**config.mk**
```make
export PLATFORM = sky130hd
export DESIGN_NAME = network_tx_pkt_read
export DESIGN_NICKNAME = d
export VERILOG_FILES = /design/src/rtl/network_tx_pkt_read.sv
export SDC_FILE = /design/constraint.sdc
export NUM_CORES = 1
export LEC_CHECK = 0
export CORE_ASPECT_RATIO = 0.9
export CORE_MARGIN = 4
export CORE_UTILIZATION = 40
export CTS_CLUSTER_DIAMETER = 40
export CTS_CLUSTER_SIZE = 28
export DETAILED_ROUTE_END_ITERATION = 10
export PLACE_DENSITY = 0.74
export REMOVE_ABC_BUFFERS = 1
export SYNTH_ARGS = -nofsm -noshare
export SYNTH_HDL_FRONTEND = slang
export SYNTH_SLANG_ARGS = --single-unit
```
**constraint.sdc**
```tcl
create_clock -name i_clk -period 6 [get_ports i_clk]
set_input_delay 0.6 -clock i_clk [delete_from_list [all_inputs] [get_ports i_clk]]
set_output_delay 0.6 -clock i_clk [all_outputs]
set_load 0.02 [all_outputs]
```
**src/rtl/network_tx_pkt_read.sv**
```systemverilog
// network_tx_pkt_read: reads a scheduled packet from buffer RAM, restores its TSNtag, streams it to the tx FIFO
module network_tx_pkt_read #(
    parameter int IFG_CYCLES = 3,
    parameter int MAX_WORDS  = 128
) (
    input  logic         i_clk,
    input  logic         i_rst_n,
    input  logic [8:0]   iv_pkt_bufid,
    input  logic [47:0]  iv_tsntag,
    input  logic         i_pkt_bufid_wr,
    output logic         o_pkt_bufid_ack,
    output logic [15:0]  ov_pkt_raddr,
    output logic         o_pkt_rd,
    input  logic [133:0] iv_pkt_rdata,
    input  logic         i_pkt_rdata_wr,
    output logic [8:0]   ov_pkt_bufid_release,
    output logic         o_pkt_bufid_release_wr,
    output logic [133:0] ov_data,
    output logic         o_data_wr,
    input  logic         i_fifo_almost_full,
    output logic [1:0]   ov_ntx_state
);
    typedef enum logic [1:0] {IDLE = 2'b00, READ = 2'b01, DRAIN = 2'b10, IFG = 2'b11} state_t;
    localparam logic [7:0] MAX_W    = 8'(MAX_WORDS);
    localparam logic [6:0] LAST_IDX = 7'(MAX_WORDS - 1);
    localparam logic [7:0] IFG_LOAD = 8'(IFG_CYCLES);
    state_t         state_q;
    logic [8:0]     bufid_q;
    logic [47:0]    tsntag_q;
    logic [7:0]     word_idx_q;
    logic [6:0]     rx_idx_q;
    logic [3:0]     outstanding_q;
    logic [3:0]     outstanding_d;
    logic           tail_seen_q;
    logic [7:0]     ifg_q;
    logic [133:0]   data_q;
    logic           data_wr_q;
    logic [8:0]     release_q;
    logic           release_wr_q;
    logic           ack_q;
    logic           rd;
    logic           take;
    logic           fwd;
    logic           is_tail;
    logic [133:0]   word_d;
    assign rd            = state_q == READ && !i_fifo_almost_full && !tail_seen_q && word_idx_q < MAX_W;
    assign take          = i_pkt_rdata_wr && (state_q == READ || state_q == DRAIN);
    assign fwd           = take && !tail_seen_q;
    assign is_tail       = iv_pkt_rdata[133:132] == 2'b10 || rx_idx_q == LAST_IDX;
    assign outstanding_d = outstanding_q + {3'b0, rd} - {3'b0, take};
    assign o_pkt_rd               = rd;
    assign ov_pkt_raddr           = {bufid_q, word_idx_q[6:0]};
    assign o_pkt_bufid_ack        = ack_q;
    assign ov_pkt_bufid_release   = release_q;
    assign o_pkt_bufid_release_wr = release_wr_q;
    assign ov_data                = data_q;
    assign o_data_wr              = data_wr_q;
    assign ov_ntx_state           = state_q;
    // head word gets the latched tsntag; the last legal word of a tailless buffer is forced to tail
    always_comb begin
        word_d          = iv_pkt_rdata;
        word_d[127:80]  = iv_pkt_rdata[133:132] == 2'b01 ? tsntag_q : iv_pkt_rdata[127:80];
        word_d[133:132] = is_tail ? 2'b10 : iv_pkt_rdata[133:132];
    end
    // frame FSM, read/return bookkeeping and registered outputs
    always_ff @(posedge i_clk or negedge i_rst_n) begin
        if (!i_rst_n) begin
            state_q       <= IDLE;
            bufid_q       <= '0;
            tsntag_q      <= '0;
            word_idx_q    <= '0;
            rx_idx_q      <= '0;
            outstanding_q <= '0;
            tail_seen_q   <= 1'b0;
            ifg_q         <= '0;
            data_q        <= '0;
            data_wr_q     <= 1'b0;
            release_q     <= '0;
            release_wr_q  <= 1'b0;
            ack_q         <= 1'b0;
        end else begin
            data_wr_q     <= 1'b0;
            release_wr_q  <= 1'b0;
            ack_q         <= 1'b0;
            outstanding_q <= outstanding_d;
            if (rd) word_idx_q <= word_idx_q + 8'd1;
            if (fwd) begin
                data_q      <= word_d;
                data_wr_q   <= 1'b1;
                rx_idx_q    <= rx_idx_q + 7'd1;
                tail_seen_q <= is_tail;
            end
            case (state_q)
                IDLE: if (i_pkt_bufid_wr) begin
                    bufid_q       <= iv_pkt_bufid;
                    tsntag_q      <= iv_tsntag;
                    word_idx_q    <= '0;
                    rx_idx_q      <= '0;
                    outstanding_q <= '0;
                    tail_seen_q   <= 1'b0;
                    state_q       <= READ;
                end
                READ: if (tail_seen_q) state_q <= DRAIN;
                DRAIN: if (outstanding_q == 4'd0) begin
                    release_q    <= bufid_q;
                    release_wr_q <= 1'b1;
                    ifg_q        <= IFG_LOAD;
                    state_q      <= IFG;
                end
                default: begin
                    ifg_q <= ifg_q - 8'd1;
                    if (ifg_q == 8'd1) begin
                        ack_q   <= 1'b1;
                        state_q <= IDLE;
                    end
                end
            endcase
        end
    end
endmodule
```
==> metrics.cfg <==
[layout]
drive_gt1_share_pct = 11.3
fin_area_um2 = 14600
num_antenna_cells = 0
nNetsFinal = 1449
syn_to_final_growth_pct = 52.2
fillCellCount = 1872
instances_no_fill = 1567

[placement]
port_buffers = 360
gp_congestion = 0.781
dp_hpwl_um = 18600
place_inst = 1505
dpl_cell_area_um2 = 13400

[synth]
synth_warnings = 0
synth.cell_area_um2 = 9620
yosys-top-cells-area = dfrtp_1, nand2_1, mux2_2, mux2i_1, o21ai_0
synth_top_cells_by_count = nand2_1, dfrtp_1, mux2_2
synthFlopType = dfrtp_1
avgSynthCellArea_um2 = 10.8
synth_top_family_by_area = simple AND/OR/NAND/NOR gates
synth_cell_types = 44
synthSimpleGateAreaFrac_pct = 15.7
synth_fa_ha_area_share_pct = 1.90
synth-xor-area-share_pct = 1.46
yosysSeqAreaShare_pct = 60.6
synthMostInstantiatedCell = nand2_1
ys_async_sr_fraction_pct = 100
ys_ff_latch = 233
synth_compound_area_share_pct = 4.24
yosys.area.top_type_share_pct = 60.6
synth_edf_count = 0
yosysTopAreaCell = dfrtp_1
synthCells = 888
synthMuxAreaShare_pct = 13.1

[sta]
finalCritPeriodShare_pct = 52.6
fin_skew_ps = 14.2
clock.fmax_ghz = 0.317
rsz0062_at_grt = false
finalHoldViolCount = 0
finalMaxSlewViolations = 0
worst_pin_slew_ps = 1060
setup_viol_count_final = 0
max_slew_margin_pct = 29.0
finalCriticalPeriod_ps = 3150

[critical_path]
crit_type = flip-flop to primary output
worst_setup_path_start_kind = flip-flop
crit_path_end_kind = primary output
crit_fanout = 10
crit_required_ps = 5400
worstPathArrival_ps = 2550

[die]
die_area_um2 = 26600
rows = 53
die_w_um = 171
die_h_um = 155
start_util_pct = 40.9
num_io_pins = 361
core_um2 = 23500

[route]
drc = 0
vias_per_cell = 4.81
wl_per_cell_um = 17.1
ant_nets = 0
drt-initial-drc-count = 452
vias = 7534
drt-pass1-iter-count = 4
wl_um = 26700

[status]
outcome = finished, final reports clean

[run]
maxCapViolCount = 0

[global_route]
grt_max_degree = 129
first_global_vias = 7967
grt_pass1_wl_um = 42000
grt_usage_pct = 19.7
overflow = 0
antenna_found_initial = 0

[cts]
cts_resized = 0
cts_tree = yes
path_clk_slew_ps = 50
cts_buffers = 34
cts.sinks = 233
worstSkewPairLatency_ps = 500
htreeDepth = 2
cts_hold_buf = 0
clk_path_buf_depth = 3
root_buffer = clkbuf_16
post_cts_buffers = 0

[pwr]
ir_drop_mv = 0.323
p_per_area_nw_per_um2 = 561
leakage_nw = 6.63

[min_path]
worst_hold_path_type = primary input to async pin

==> layer usage <==
layer  global-route usage, %  share of wire [%]  vias to the layer above
met3                    7.55                9.4                       70
li1                        -                  -                     3601
met4                    7.02                3.6                        0
met5                       0                  0                        -
met2                    32.2                 47                      268
met1                    24.0                 40                     3595
==> logic make-up after synthesis <==
group                      count (synthesis)
and+or+nand+nor                          368
DFF                                      233
muxes                                    117
AOI/OAI and AO/OA                         74
buffers and inverters                     66
xor gates and xnor gates                  16
adders and majority gates                 14
==> critical path, cell delays in order, from the launching register on <==
cell and delay [ps]:
dfrtp_1 420, inv_1 100, ha_1 250, nor4b_4 540, clkdlybuf4s50_1 740
==> cell usage in the layout, fill, tap and decap left out, types with 3 or more instances in the layout <==
master             n
inv_1             14
clkdlybuf4s50_1  359
clkinvlp_4         7
mux2_2            66
clkinv_2           3
nor3_1             3
xnor2_1            5
buf_4              5
or3_1              3
bufinv_16          4
nand2_1          311
clkbuf_1           4
mux2i_1           50
clkbuf_16         37
nand4_1            5
ha_1              13
a21oi_1            9
xor2_1            11
dfrtp_1          233
nor2_1            26
o21ai_0           55
==> path summary, 6_finish.rpt <==
path                       depth (start not counted)                        start  slack, ps                                   to
min in group i_clk                                 2     ov_data[133]$_DFFE_PN0P_        470             ov_data[133]$_DFFE_PN0P_
max reg2reg                                        5  ov_ntx_state[0]$_DFFE_PN0P_       3530              tsntag_q[3]$_DFFE_PN0P_
min                                                1                      i_rst_n        110  ov_pkt_bufid_release[1]$_DFFE_PN0P_
min reg2reg                                        2     ov_data[133]$_DFFE_PN0P_        470             ov_data[133]$_DFFE_PN0P_
max                                                4  ov_ntx_state[1]$_DFFE_PN0P_       2850                             o_pkt_rd
max in group asynchronous                          2                      i_rst_n       4730              ov_data[69]$_DFFE_PN0P_
==> stage by stage <==
step	hold WS, ps	power (mW)	utilization, %	worst slack (ps)	setup TNS [ps]
after floorplan	304	4.63	-	-618	-23640
after detailed placement	461	6.19	57.1	3060	0
after global routing	212	8.75	62.2	2730	0
after global placement	452	6.09	57.1	3080	0
final	115	8.22	62.2	2850	0
after CTS	174	8.33	62.2	2830	0
==> final cells by class <==
| cell class | instances | area (µm²) | area share (%) |
|---|---|---|---|
| Tap cell | 302 | 378 | 2.58 |
| Clock inverter | 20 | 250 | 1.71 |
| Multi-Input combinational cell | 589 | 3510 | 24.0 |
| Timing Repair Buffer | 366 | 3670 | 25.0 |
| Sequential cell | 233 | 5830 | 39.8 |
| Clock buffer | 42 | 955 | 6.52 |
| Inverter | 15 | 56.3 | 0.384 |
==> state kept, by name, indices dropped and copies added (netlist names) <==
name,count
outstanding_q,4
tail_seen_q,1
tsntag_q,48
bufid_q,9
ov_pkt_bufid_release,9
ov_data,134
o_pkt_bufid_ack,1
ov_ntx_state,2
word_idx_q,8
ifg_q,8
o_pkt_bufid_release_wr,1
o_data_wr,1
rx_idx_q,7
==> report_power, final <==
group          leakage (nW)  internal (mW)  switching [mW]  total, mW
combinational          3.18           1.59            1.83       3.42
clock                 0.567           1.32           0.752       2.07
sequential             2.89           2.31           0.414       2.72
total                  6.63           5.22            3.00       8.22
Note: power is estimated with default switching activity, not from simulation.
